<file path="config.mk">
export PLATFORM = sky130hd
export DESIGN_NAME = gro_meas_ctrl_flat
export DESIGN_NICKNAME = d
export VERILOG_FILES = /design/src/rtl/gro_meas_ctrl_if.sv /design/src/rtl/gro_meas_ctrl.sv /design/src/flat_wrapper.sv
export SDC_FILE = /design/constraint.sdc
export NUM_CORES = 1
export LEC_CHECK = 0
export BUFFER_PORTS_ARGS = -buffer_cell sky130_fd_sc_hd__buf_2
export CAP_MARGIN = 40
export CORE_ASPECT_RATIO = 0.9
export CORE_MARGIN = 2
export CORE_UTILIZATION = 50
export DETAILED_ROUTE_END_ITERATION = 10
export PLACE_DENSITY_LB_ADDON = 0.12
export SLEW_MARGIN = 20
export SYNTH_ARGS = -nofsm -noshare
export SYNTH_HDL_FRONTEND = slang
export SYNTH_SLANG_ARGS = --single-unit
</file>
<file path="constraint.sdc">
create_clock -name clk -period 2.4 [get_ports clk]
set_input_delay 0.24 -clock clk [delete_from_list [all_inputs] [get_ports clk]]
set_output_delay 0.24 -clock clk [all_outputs]
set_load 0.01 [all_outputs]
</file>
<file path="src/rtl/gro_meas_ctrl_if.sv">
// Result channel from gro_meas_ctrl to its consumer: one slot result per transfer.
// Latency: n/a (signal bundle only).
// Backpressure: the consumer stalls a result by holding ready low; the producer keeps every field stable.
// Ports: valid/ready handshake, sel = delay-line slot, count = captured 16-bit count,
//        err = count never settled to two equal consecutive samples.
interface gro_meas_ctrl_if;
   logic        valid;
   logic        ready;
   logic [2:0]  sel;
   logic [15:0] count;
   logic        err;

   modport master (output valid, output sel, output count, output err, input ready);
   modport slave  (input valid, input sel, input count, input err, output ready);
endinterface

</file>
<file path="src/rtl/gro_meas_ctrl.sv">
// Sweeps the enabled delay-line slots of a gated ring oscillator and reports one stable count per slot.
// Latency: per slot 2 clear + max(gate_cyc,1) gate + SETTLE_CYC settle + 2..MAX_TRY+1 sample + 1 out + 1 next cycles.
// Backpressure: a result waits in OUT with all fields frozen until res.ready; the sweep does not advance meanwhile.
// Ports: clk/rst (sync, active high); start/gate_cyc/dl_mask request a sweep; gro_en/gro_rstn/gro_sel
//        drive the oscillator and gro_count returns its ripple count; res carries results; busy/done report status.
module gro_meas_ctrl #(
   parameter int SETTLE_CYC = 8,
   parameter int MAX_TRY    = 4
) (
   input  logic            clk,
   input  logic            rst,
   input  logic            start,
   input  logic [15:0]     gate_cyc,
   input  logic [7:0]      dl_mask,
   output logic            gro_en,
   output logic            gro_rstn,
   output logic [2:0]      gro_sel,
   input  logic [15:0]     gro_count,
   gro_meas_ctrl_if.master res,
   output logic            busy,
   output logic            done
);
   localparam int          TRY_W       = (MAX_TRY > 1) ? $clog2(MAX_TRY) : 1;
   localparam logic [15:0] SETTLE_LAST = (SETTLE_CYC > 1) ? 16'(SETTLE_CYC - 1) : 16'd0;

   typedef enum logic [2:0] {IDLE, CLR, GATE, SETTLE, SAMPLE, OUT, NEXT, FIN} state_t;

   state_t             state;
   state_t             state_nxt;
   logic [15:0]        gate_len;
   logic [7:0]         mask;
   logic [2:0]         sel;
   logic [15:0]        tmr;
   logic [TRY_W-1:0]   tries;
   logic [15:0]        smp0;
   logic [15:0]        smp1;
   logic               smp_eq;
   logic               try_last;
   logic [2:0]         low_idx;
   logic [2:0]         up_idx;
   logic               up_any;
   logic               res_valid_q;
   logic [2:0]         res_sel_q;
   logic [15:0]        res_count_q;
   logic               res_err_q;
   logic               done_q;

   // smp0 is the first flop on the asynchronous count; smp1 holds the previous sample.
   assign smp_eq   = (smp0 == smp1);
   assign try_last = (tries == TRY_W'(MAX_TRY - 1));

   // Lowest set bit of the incoming mask, and next set bit strictly above the current slot.
   always_comb begin
      low_idx = 3'd0;
      up_idx  = 3'd0;
      up_any  = 1'b0;
      for (int i = 7; i >= 0; i--) begin
         if (dl_mask[i]) begin
            low_idx = 3'(i);
         end
         if (mask[i] && (i > int'(sel))) begin
            up_idx = 3'(i);
            up_any = 1'b1;
         end
      end
   end

   always_comb begin
      state_nxt = state;
      case (state)
         IDLE:    if (start) state_nxt = (dl_mask == 8'd0) ? FIN : CLR;
         CLR:     if (tmr == 16'd1) state_nxt = GATE;
         GATE:    if (tmr == gate_len - 16'd1) state_nxt = SETTLE;
         SETTLE:  if (tmr == SETTLE_LAST) state_nxt = SAMPLE;
         // The first SAMPLE cycle only loads smp1; pairs are compared from the second cycle on.
         SAMPLE:  if ((tmr != 16'd0) && (smp_eq || try_last)) state_nxt = OUT;
         OUT:     if (res.ready) state_nxt = NEXT;
         NEXT:    state_nxt = up_any ? CLR : FIN;
         FIN:     state_nxt = IDLE;
         default: state_nxt = IDLE;
      endcase
   end

   always_ff @(posedge clk) begin
      if (rst) state <= IDLE;
      else     state <= state_nxt;
   end

   always_ff @(posedge clk) begin
      if (rst) begin
         tmr         <= 16'd0;
         gate_len    <= 16'd1;
         mask        <= 8'd0;
         sel         <= 3'd0;
         tries       <= '0;
         smp0        <= 16'd0;
         smp1        <= 16'd0;
         gro_en      <= 1'b0;
         gro_rstn    <= 1'b0;
         res_valid_q <= 1'b0;
         res_sel_q   <= 3'd0;
         res_count_q <= 16'd0;
         res_err_q   <= 1'b0;
         done_q      <= 1'b0;
      end else begin
         // Timer restarts on every state change; each state measures its own dwell.
         tmr         <= (state_nxt != state) ? 16'd0 : tmr + 16'd1;
         // Oscillator controls are registered from the next state so they line up with it glitch-free.
         gro_en      <= (state_nxt == GATE);
         gro_rstn    <= (state_nxt != CLR);
         res_valid_q <= (state_nxt == OUT);
         done_q      <= (state == FIN);
         smp0        <= gro_count;

         if ((state == IDLE) && start) begin
            gate_len <= (gate_cyc == 16'd0) ? 16'd1 : gate_cyc;
            mask     <= dl_mask;
            if (dl_mask != 8'd0) sel <= low_idx;
         end
         // Slot select only moves here and in IDLE, so it is frozen from CLR through OUT.
         if ((state == NEXT) && up_any) sel <= up_idx;

         if (state == SAMPLE) begin
            smp1 <= smp0;
            if (tmr == 16'd0)  tries <= '0;
            else if (!smp_eq)  tries <= tries + TRY_W'(1);
            if (state_nxt == OUT) begin
               res_count_q <= smp0;
               res_err_q   <= !smp_eq;
               res_sel_q   <= sel;
            end
         end
      end
   end

   assign gro_sel   = sel;
   assign res.valid = res_valid_q;
   assign res.sel   = res_sel_q;
   assign res.count = res_count_q;
   assign res.err   = res_err_q;
   assign busy      = (state != IDLE);
   assign done      = done_q;
endmodule
</file>
<file path="src/flat_wrapper.sv">
// flat-port wrapper written by rule: the top's interface ports become plain ports
module gro_meas_ctrl_flat 
#(
   parameter int SETTLE_CYC = 8,
   parameter int MAX_TRY    = 4
)
  (clk, rst, start, gate_cyc, dl_mask, gro_en, gro_rstn, gro_sel, gro_count, busy, done, res_valid, res_sel, res_count, res_err, res_ready);
  gro_meas_ctrl_if res_i ();
  input  logic clk;
  input  logic rst;
  input  logic start;
  input  logic [15:0] gate_cyc;
  input  logic [7:0] dl_mask;
  output logic gro_en;
  output logic gro_rstn;
  output logic [2:0] gro_sel;
  input  logic [15:0] gro_count;
  output logic busy;
  output logic done;
  output wire logic [$bits(res_i.valid)-1:0] res_valid;
  output wire logic [$bits(res_i.sel)-1:0] res_sel;
  output wire logic [$bits(res_i.count)-1:0] res_count;
  output wire logic [$bits(res_i.err)-1:0] res_err;
  input wire logic [$bits(res_i.ready)-1:0] res_ready;
  assign res_valid = res_i.valid;
  assign res_sel = res_i.sel;
  assign res_count = res_i.count;
  assign res_err = res_i.err;
  assign res_i.ready = res_ready;
  gro_meas_ctrl #(.SETTLE_CYC(SETTLE_CYC), .MAX_TRY(MAX_TRY)) u_core (.clk(clk), .rst(rst), .start(start), .gate_cyc(gate_cyc), .dl_mask(dl_mask), .gro_en(gro_en), .gro_rstn(gro_rstn), .gro_sel(gro_sel), .gro_count(gro_count), .res(res_i), .busy(busy), .done(done));
endmodule
</file>
==> results of run 1 <==
==> layer usage <==
metal	wire [um]	track usage
met1	6010	0.330
met2	4790	0.310
met3	588	0.0446
met4	225	0.0808
met5	0	0
==> worst max-delay path, delay by kind of cell (launching register included) <==
kind                     cells  cell delay, ps
AO/OA/AOI/OAI                4             840
flip-flops                   1             380
buffers and inverters        3             370
AND/OR/NAND/NOR              2             360
adder cells (fa/ha/maj)      1             190
==> area by class of cell <==
type	instances	area share
multi-input combinational	440	0.474
sequential	103	0.355
timing repair buffer	100	0.101
tap	126	0.0271
clock buffer	9	0.0213
clock inverter	7	0.0163
inverter	10	0.00645
==> flip-flops by register name (all words and copies together), names as in the netlist <==
name / count
u_core.gro_rstn: 1
u_core.res.count: 16
u_core.smp1: 16
u_core.tmr: 16
u_core.gate_len: 16
u_core.gro_en: 1
u_core.res.sel: 3
u_core.gro_sel: 3
u_core.res.err: 1
u_core.smp0: 16
u_core.mask: 7
u_core.done: 1
u_core.res.valid: 1
u_core.state: 3
u_core.tries: 2
==> worst min-delay path by stage <==
stage / start / endpoint / depth (start not counted) / slack (ps)
final: gro_count[2] / u_core.smp0[2] / 2 / 60
after global routing: gro_count[2] / u_core.smp0[2] / 2 / 40
after CTS: gro_count[2] / u_core.smp0[2] / 2 / 50
after detailed placement: gro_count[9] / u_core.smp0[9] / 2 / 450
after global placement: gro_count[12] / u_core.smp0[12] / 2 / 450
after floorplan: rst / u_core.state[2] / 1 / 320
==> where the power goes <==
part           total [mW]  internal (mW)  leakage, nW  switching, mW
registers            1.86           1.77        0.840         0.0903
logic               0.586          0.264         1.32          0.322
clock network        1.19          0.517        0.111          0.668
==> repair_timing <==
action	CTS	global route
buffers inserted	3	0
endpoints found under the setup margin	18	18
resized for setup	0	6
hold endpoints to repair	0	0
gates cloned	0	0
pin swaps	0	1
==> kinds of logic after synthesis <==
| family | share of synthesized area |
|---|---|
| fa+ha+maj | 0.0124 |
| buf+inv | 0.0513 |
| flops | 0.408 |
| mux | 0.0436 |
| xor+xnor | 0.0833 |
| simple gates | 0.263 |
| compound gates | 0.138 |
==> layout by cell type (no fill, tap or decap), types with 7 or more instances in the layout <==
cell type and instances:
sky130_fd_sc_hd__clkbuf_8 9, sky130_fd_sc_hd__nand2b_1 7, sky130_fd_sc_hd__nor2b_1 21, sky130_fd_sc_hd__nor3_1 14, sky130_fd_sc_hd__xor2_1 16, sky130_fd_sc_hd__nand2_1 92, sky130_fd_sc_hd__mux2i_1 22, sky130_fd_sc_hd__buf_2 71
sky130_fd_sc_hd__nand3_1 16, sky130_fd_sc_hd__nor4_1 24, sky130_fd_sc_hd__a21oi_1 51, sky130_fd_sc_hd__buf_4 28, sky130_fd_sc_hd__inv_1 9, sky130_fd_sc_hd__xnor2_1 32, sky130_fd_sc_hd__and3_1 7, sky130_fd_sc_hd__nor2_1 47
sky130_fd_sc_hd__nand4_1 13, sky130_fd_sc_hd__dfxtp_1 101
==> impl_metrics.yaml, run 1 <==
status:
  outcome: "finished clean"
sta:
  setup_total_negative_slack_ps: 0
  rsz_0062_raised_after_global_routing: "false"
  timing_max_transition_violations_final: 0
  maxSlewHeadroom: 0.592
  timing.final.crit_share: 0.943
  hold_ws_ps: 63.2
  hold_viol_final: 0
  timing.final.crit_period_ps: 2260
  final_ws_setup_ps: 137
  worst_slew_pin_slew_ps: 608
  final_setup_violation_count: 0
  fmaxAchievable_ghz: 0.442
  clock-skew-final_ps: 13.9
worst_setup_path:
  crit_path_cell_trace: "inv_1, ha_1, buf_4, o21ba_2, a221oi_1, a41oi_1, a2111oi_0, and4b_1, buf_12, nor4_1"
  ff2ff_setup_slack_ps: 140
  critPathLaunch: "u_core.gate_len[1]"
  worst_setup_path_endpoint: "u_core.tmr[6]"
  critical_path_required_ps: 2660
  path_max_fanout: 18
  worst_r2r_end: "u_core.tmr[6]"
  critPathArrivalTime_ps: 2530
  crit_slowest_cell: "sky130_fd_sc_hd__dfxtp_2"
  worst_setup_path_start_kind: "register"
  cp_endpoint_kind: "register"
  critical_setup_path_kind: "register to register"
  worst-r2r-cell-count: 10
  worst_path_largest_cell_delay_ps: 380
  r2r_start: "u_core.gate_len[1]"
pwr:
  power.density_nw_per_um2: 624
  post-layout-total-power_mw: 3.63
  worst_ir_drop_vdd_v: 0.000278
  static-leakage-power_nw: 2.28
floorplan:
  die_y_um: 99.3
  ioPinCount: 72
  num_rows: 34
  initial_utilization: 0.518
  die_w_um: 110
  core-area_um2: 9740
  floorplan.die_area_um2: 10900
synthesis:
  synth_top_area_cell: "sky130_fd_sc_hd__dfxtp_1"
  mappedNetlistNets: 640
  netlist_top_cells_count: "sky130_fd_sc_hd__dfxtp_1 (103), sky130_fd_sc_hd__nand2_1 (92), sky130_fd_sc_hd__a21oi_1 (51), sky130_fd_sc_hd__nor2_1 (47), sky130_fd_sc_hd__xnor2_1 (32)"
  synth_largest_type_area_fraction: 0.408
  synth_enable_flop_cells: 0
  synth_sequential_area_ratio: 0.408
  async_flop_share: 0
  synth_cell_types: 66
  ys_warn_count: 0
  synth.cell_area_um2: 5050
  syn_avg_cell_area_um2: 8.54
  synth_flop_cell: "sky130_fd_sc_hd__dfxtp_1"
  post_synth_main_area_contributors: "sky130_fd_sc_hd__dfxtp_1 (41%), sky130_fd_sc_hd__nand2_1 (6.8%), sky130_fd_sc_hd__xnor2_1 (5.6%), sky130_fd_sc_hd__a21oi_1 (5.1%), sky130_fd_sc_hd__mux2i_1 (4.4%)"
  syn_inst: 591
  ys_seq_elements: 103
  synth_most_common_cell: "sky130_fd_sc_hd__dfxtp_1"
clocking:
  cts-htree-levels: 3
  hold_buffer_count_at_cts: 0
  clock_tree.root_cell: "sky130_fd_sc_hd__clkbuf_8"
  clk_transition_reported_paths_ps: 110
  clock-sinks: 103
  cts-root-to-sink-buffers: 2
  clock_insertion_delay_worst_skew_ps: 380
  cts_inserted_buffers: 9
  cts_tree: "yes"
routing:
  detail_route.wl_per_cell_um: 14.6
  drt.antenna.violating_nets: 0
  drtIter0Drc: 300
  dr.pass1.iters: 5
  drt-vias-per-instance: 5.51
  routed_wirelength_mm: 11.6
  via_count: 4379
  drcViolationCount: 0
placement:
  dpl_cell_area_um2: 5560
  pre_cts_slack_ps: -37.1
  numPortBuffers: 71
  globalplace.congestion: 0.923
  dpl.cell_count: 776
  detailed_place_hpwl_mm: 8.31
finish:
  antenna-diode-count: 0
  multi_input_area_um2: 2760
  syn_to_final_growth_pct: 15.3
  nFillCells: 871
  final-instance-count-excl-fill: 795
  fin_nets: 713
  drive_gt1_frac: 0.202
  fin_area_um2: 5820
  ff_latch_area_um2: 2060
  final_util: 0.597
global_route:
  globalRouteOverflowTotal: 0
  first_pass_grt_wire_length_mm: 19.1
  gr-usage-all-layers: 0.221
  grt_start_max_net_pins: 43
  via_count_of_the_first_global_routing_pass: 3993
  antenna_found_initial: 0
flow_run:
  maxCapViolations: 0
worst_hold_path:
  timing.hold.worst.class: "input port to register"
Note: power is estimated with default switching activity, not from simulation.
==> inputs of run 2 (changes only) <==
==> constraint.sdc (replaced) <==
create_clock -name clk -period 2.4 [get_ports clk]
set_input_delay 0.12 -clock clk [delete_from_list [all_inputs] [get_ports clk]]
set_output_delay 0.12 -clock clk [all_outputs]
set_load 0.01 [all_outputs]
==> run 2 against run 1 <==
Final area grew 5.3%. Worst hold slack lost 50 ps. Clock skew shrank 6.5 ps. Critical path type unchanged.
==> impl_metrics.yaml, run 2 (synthesized netlist as in run 1, its figures left out) <==
status:
  outcome: "finished clean"
sta:
  timing_max_transition_violations_final: 0
  timing.final.crit_period_ps: 2340
  clock-skew-final_ps: 7.43
  maxSlewHeadroom: 0.544
  timing.final.crit_share: 0.976
  fmaxAchievable_ghz: 0.427
  final_ws_setup_ps: 58.7
  hold_viol_final: 0
  worst_slew_pin_slew_ps: 678
  final_setup_violation_count: 0
  hold_ws_ps: 13.5
floorplan:
  floorplan.die_area_um2: 10900
  die_y_um: 99.3
  num_rows: 34
  core-area_um2: 9740
  initial_utilization: 0.518
  ioPinCount: 72
  die_w_um: 110
worst_setup_path:
  critPathLaunch: "u_core.gate_len[1]"
  cp_endpoint_kind: "register"
  worst_path_largest_cell_delay_ps: 370
  worst-r2r-cell-count: 10
  crit_path_cell_trace: "inv_1, ha_2, buf_4, o21ba_2, a221oi_2, a41oi_2, a2111oi_2, and4b_2, clkbuf_16, nor4_1"
  critPathArrivalTime_ps: 2610
  worst_r2r_end: "u_core.tmr[13]"
  ff2ff_setup_slack_ps: 60
  worst_setup_path_endpoint: "u_core.tmr[13]"
  critical_setup_path_kind: "register to register"
  worst_setup_path_start_kind: "register"
  r2r_start: "u_core.gate_len[1]"
  path_max_fanout: 6
  critical_path_required_ps: 2670
  crit_slowest_cell: "sky130_fd_sc_hd__and4b_2"
clocking:
  cts-root-to-sink-buffers: 2
  cts_tree: "yes"
  clock_insertion_delay_worst_skew_ps: 380
  clk_transition_reported_paths_ps: 90
  clock-sinks: 103
  cts_inserted_buffers: 9
  clock_tree.root_cell: "sky130_fd_sc_hd__clkbuf_8"
  cts-htree-levels: 3
global_route:
  grt_use_met1: 0.326
  gr-usage-met2: 0.342
  met3_usage: 0.0498
  gr-usage-all-layers: 0.227
  antenna_found_initial: 0
  via_count_of_the_first_global_routing_pass: 4211
  first_pass_grt_wire_length_mm: 19.7
  global_route.peak_usage_layer: "met2"
  grt_start_max_net_pins: 41
  globalRouteOverflowTotal: 0
routing:
  detail_route.wl_per_cell_um: 14.5
  drt.antenna.violating_nets: 0
  drtIter0Drc: 275
  via_count: 4544
  routed_wirelength_mm: 12.0
  drt-vias-per-instance: 5.49
  dr.pass1.iters: 5
  drcViolationCount: 0
finish:
  layout_commonest_cell: "sky130_fd_sc_hd__dfxtp_1"
  fin_nets: 746
  syn_to_final_growth_pct: 21.4
  layout.cells.most_common_list: "sky130_fd_sc_hd__dfxtp_1 (101), sky130_fd_sc_hd__nand2_1 (92), sky130_fd_sc_hd__buf_2 (71)"
  antenna-diode-count: 0
  drive_gt1_frac: 0.194
  nFillCells: 840
pwr:
  static-leakage-power_nw: 2.39
  worst_ir_drop_vdd_v: 0.000371
  power.density_nw_per_um2: 563
flow_run:
  maxCapViolations: 0
placement:
  globalplace.congestion: 0.916
  pre_cts_slack_ps: 1.80
  detailed_place_hpwl_mm: 8.29
  numPortBuffers: 71
worst_hold_path:
  timing.hold.worst.class: "input port to register"
## run 2: power by group
group          internal (mW)  total [mW]  switching (mW)
combinational          0.307       0.631           0.324
clock                  0.369       0.953           0.583
sequential              1.77        1.87          0.0940
## run 2: worst max-delay path: cells and delay by family (launching register included)
kind | cells | cell delay, ps
adder cells (fa/ha/maj) | 1 | 170
AO/OA/AOI/OAI | 4 | 910
AND/OR/NAND/NOR | 2 | 420
buffers and inverters | 3 | 370
flip-flops | 1 | 360
## run 2: metrics by stage
stage                     cell area, um^2  utilization  total power, mW  std cells  TNS [ps]
after floorplan                      5050            -             2.28        591         0
after global placement               5540        0.568             2.45        773         0
after detailed placement             5540        0.568             2.46        773         0
after CTS                            6040        0.620             3.44        823         0
after global routing                 6130        0.629             3.62        827     -49.9
final                                6130        0.629             3.45        827         0
## run 2: area by class of cell
type,instances,area [um^2],share of cell area
tap,126,158,0.0257
sequential,103,2060,0.337
clock buffer,9,124,0.0202
inverter,10,37.5,0.00612
multi-input combinational,440,2770,0.452
clock inverter,6,37.5,0.00612
timing repair buffer,133,940,0.153
## run 2: repair_timing
item / 4_1_cts / 5_1_grt
endpoints found under the setup margin: 18 / 18
gates cloned: 0 / 2
pin swaps: 0 / 3
resized for setup: 0 / 9
hold buffers: 34 / 0
hold endpoints to repair: 34 / 0
buffers inserted: 1 / 2
## run 2: per-layer routing
layer	routed length, um	part of all wire
met5	0	0
met4	131	0.011
met3	720	0.060
met2	5310	0.44
met1	5840	0.49
## run 2: how the worst min path moves through the flow
| stage | from | to | slack (ps) | cells after the start |
|---|---|---|---|---|
| detailed placement | gro_count[11] | u_core.smp0[11] | 330 | 2 |
| finish | dl_mask[4] | u_core.mask[4] | 10 | 3 |
| CTS | dl_mask[5] | u_core.mask[5] | 0.3 | 3 |
| floorplan | rst | u_core.state[2] | 200 | 1 |
| global route | dl_mask[5] | u_core.mask[5] | 10 | 3 |
| global placement | gro_count[12] | u_core.smp0[12] | 330 | 2 |
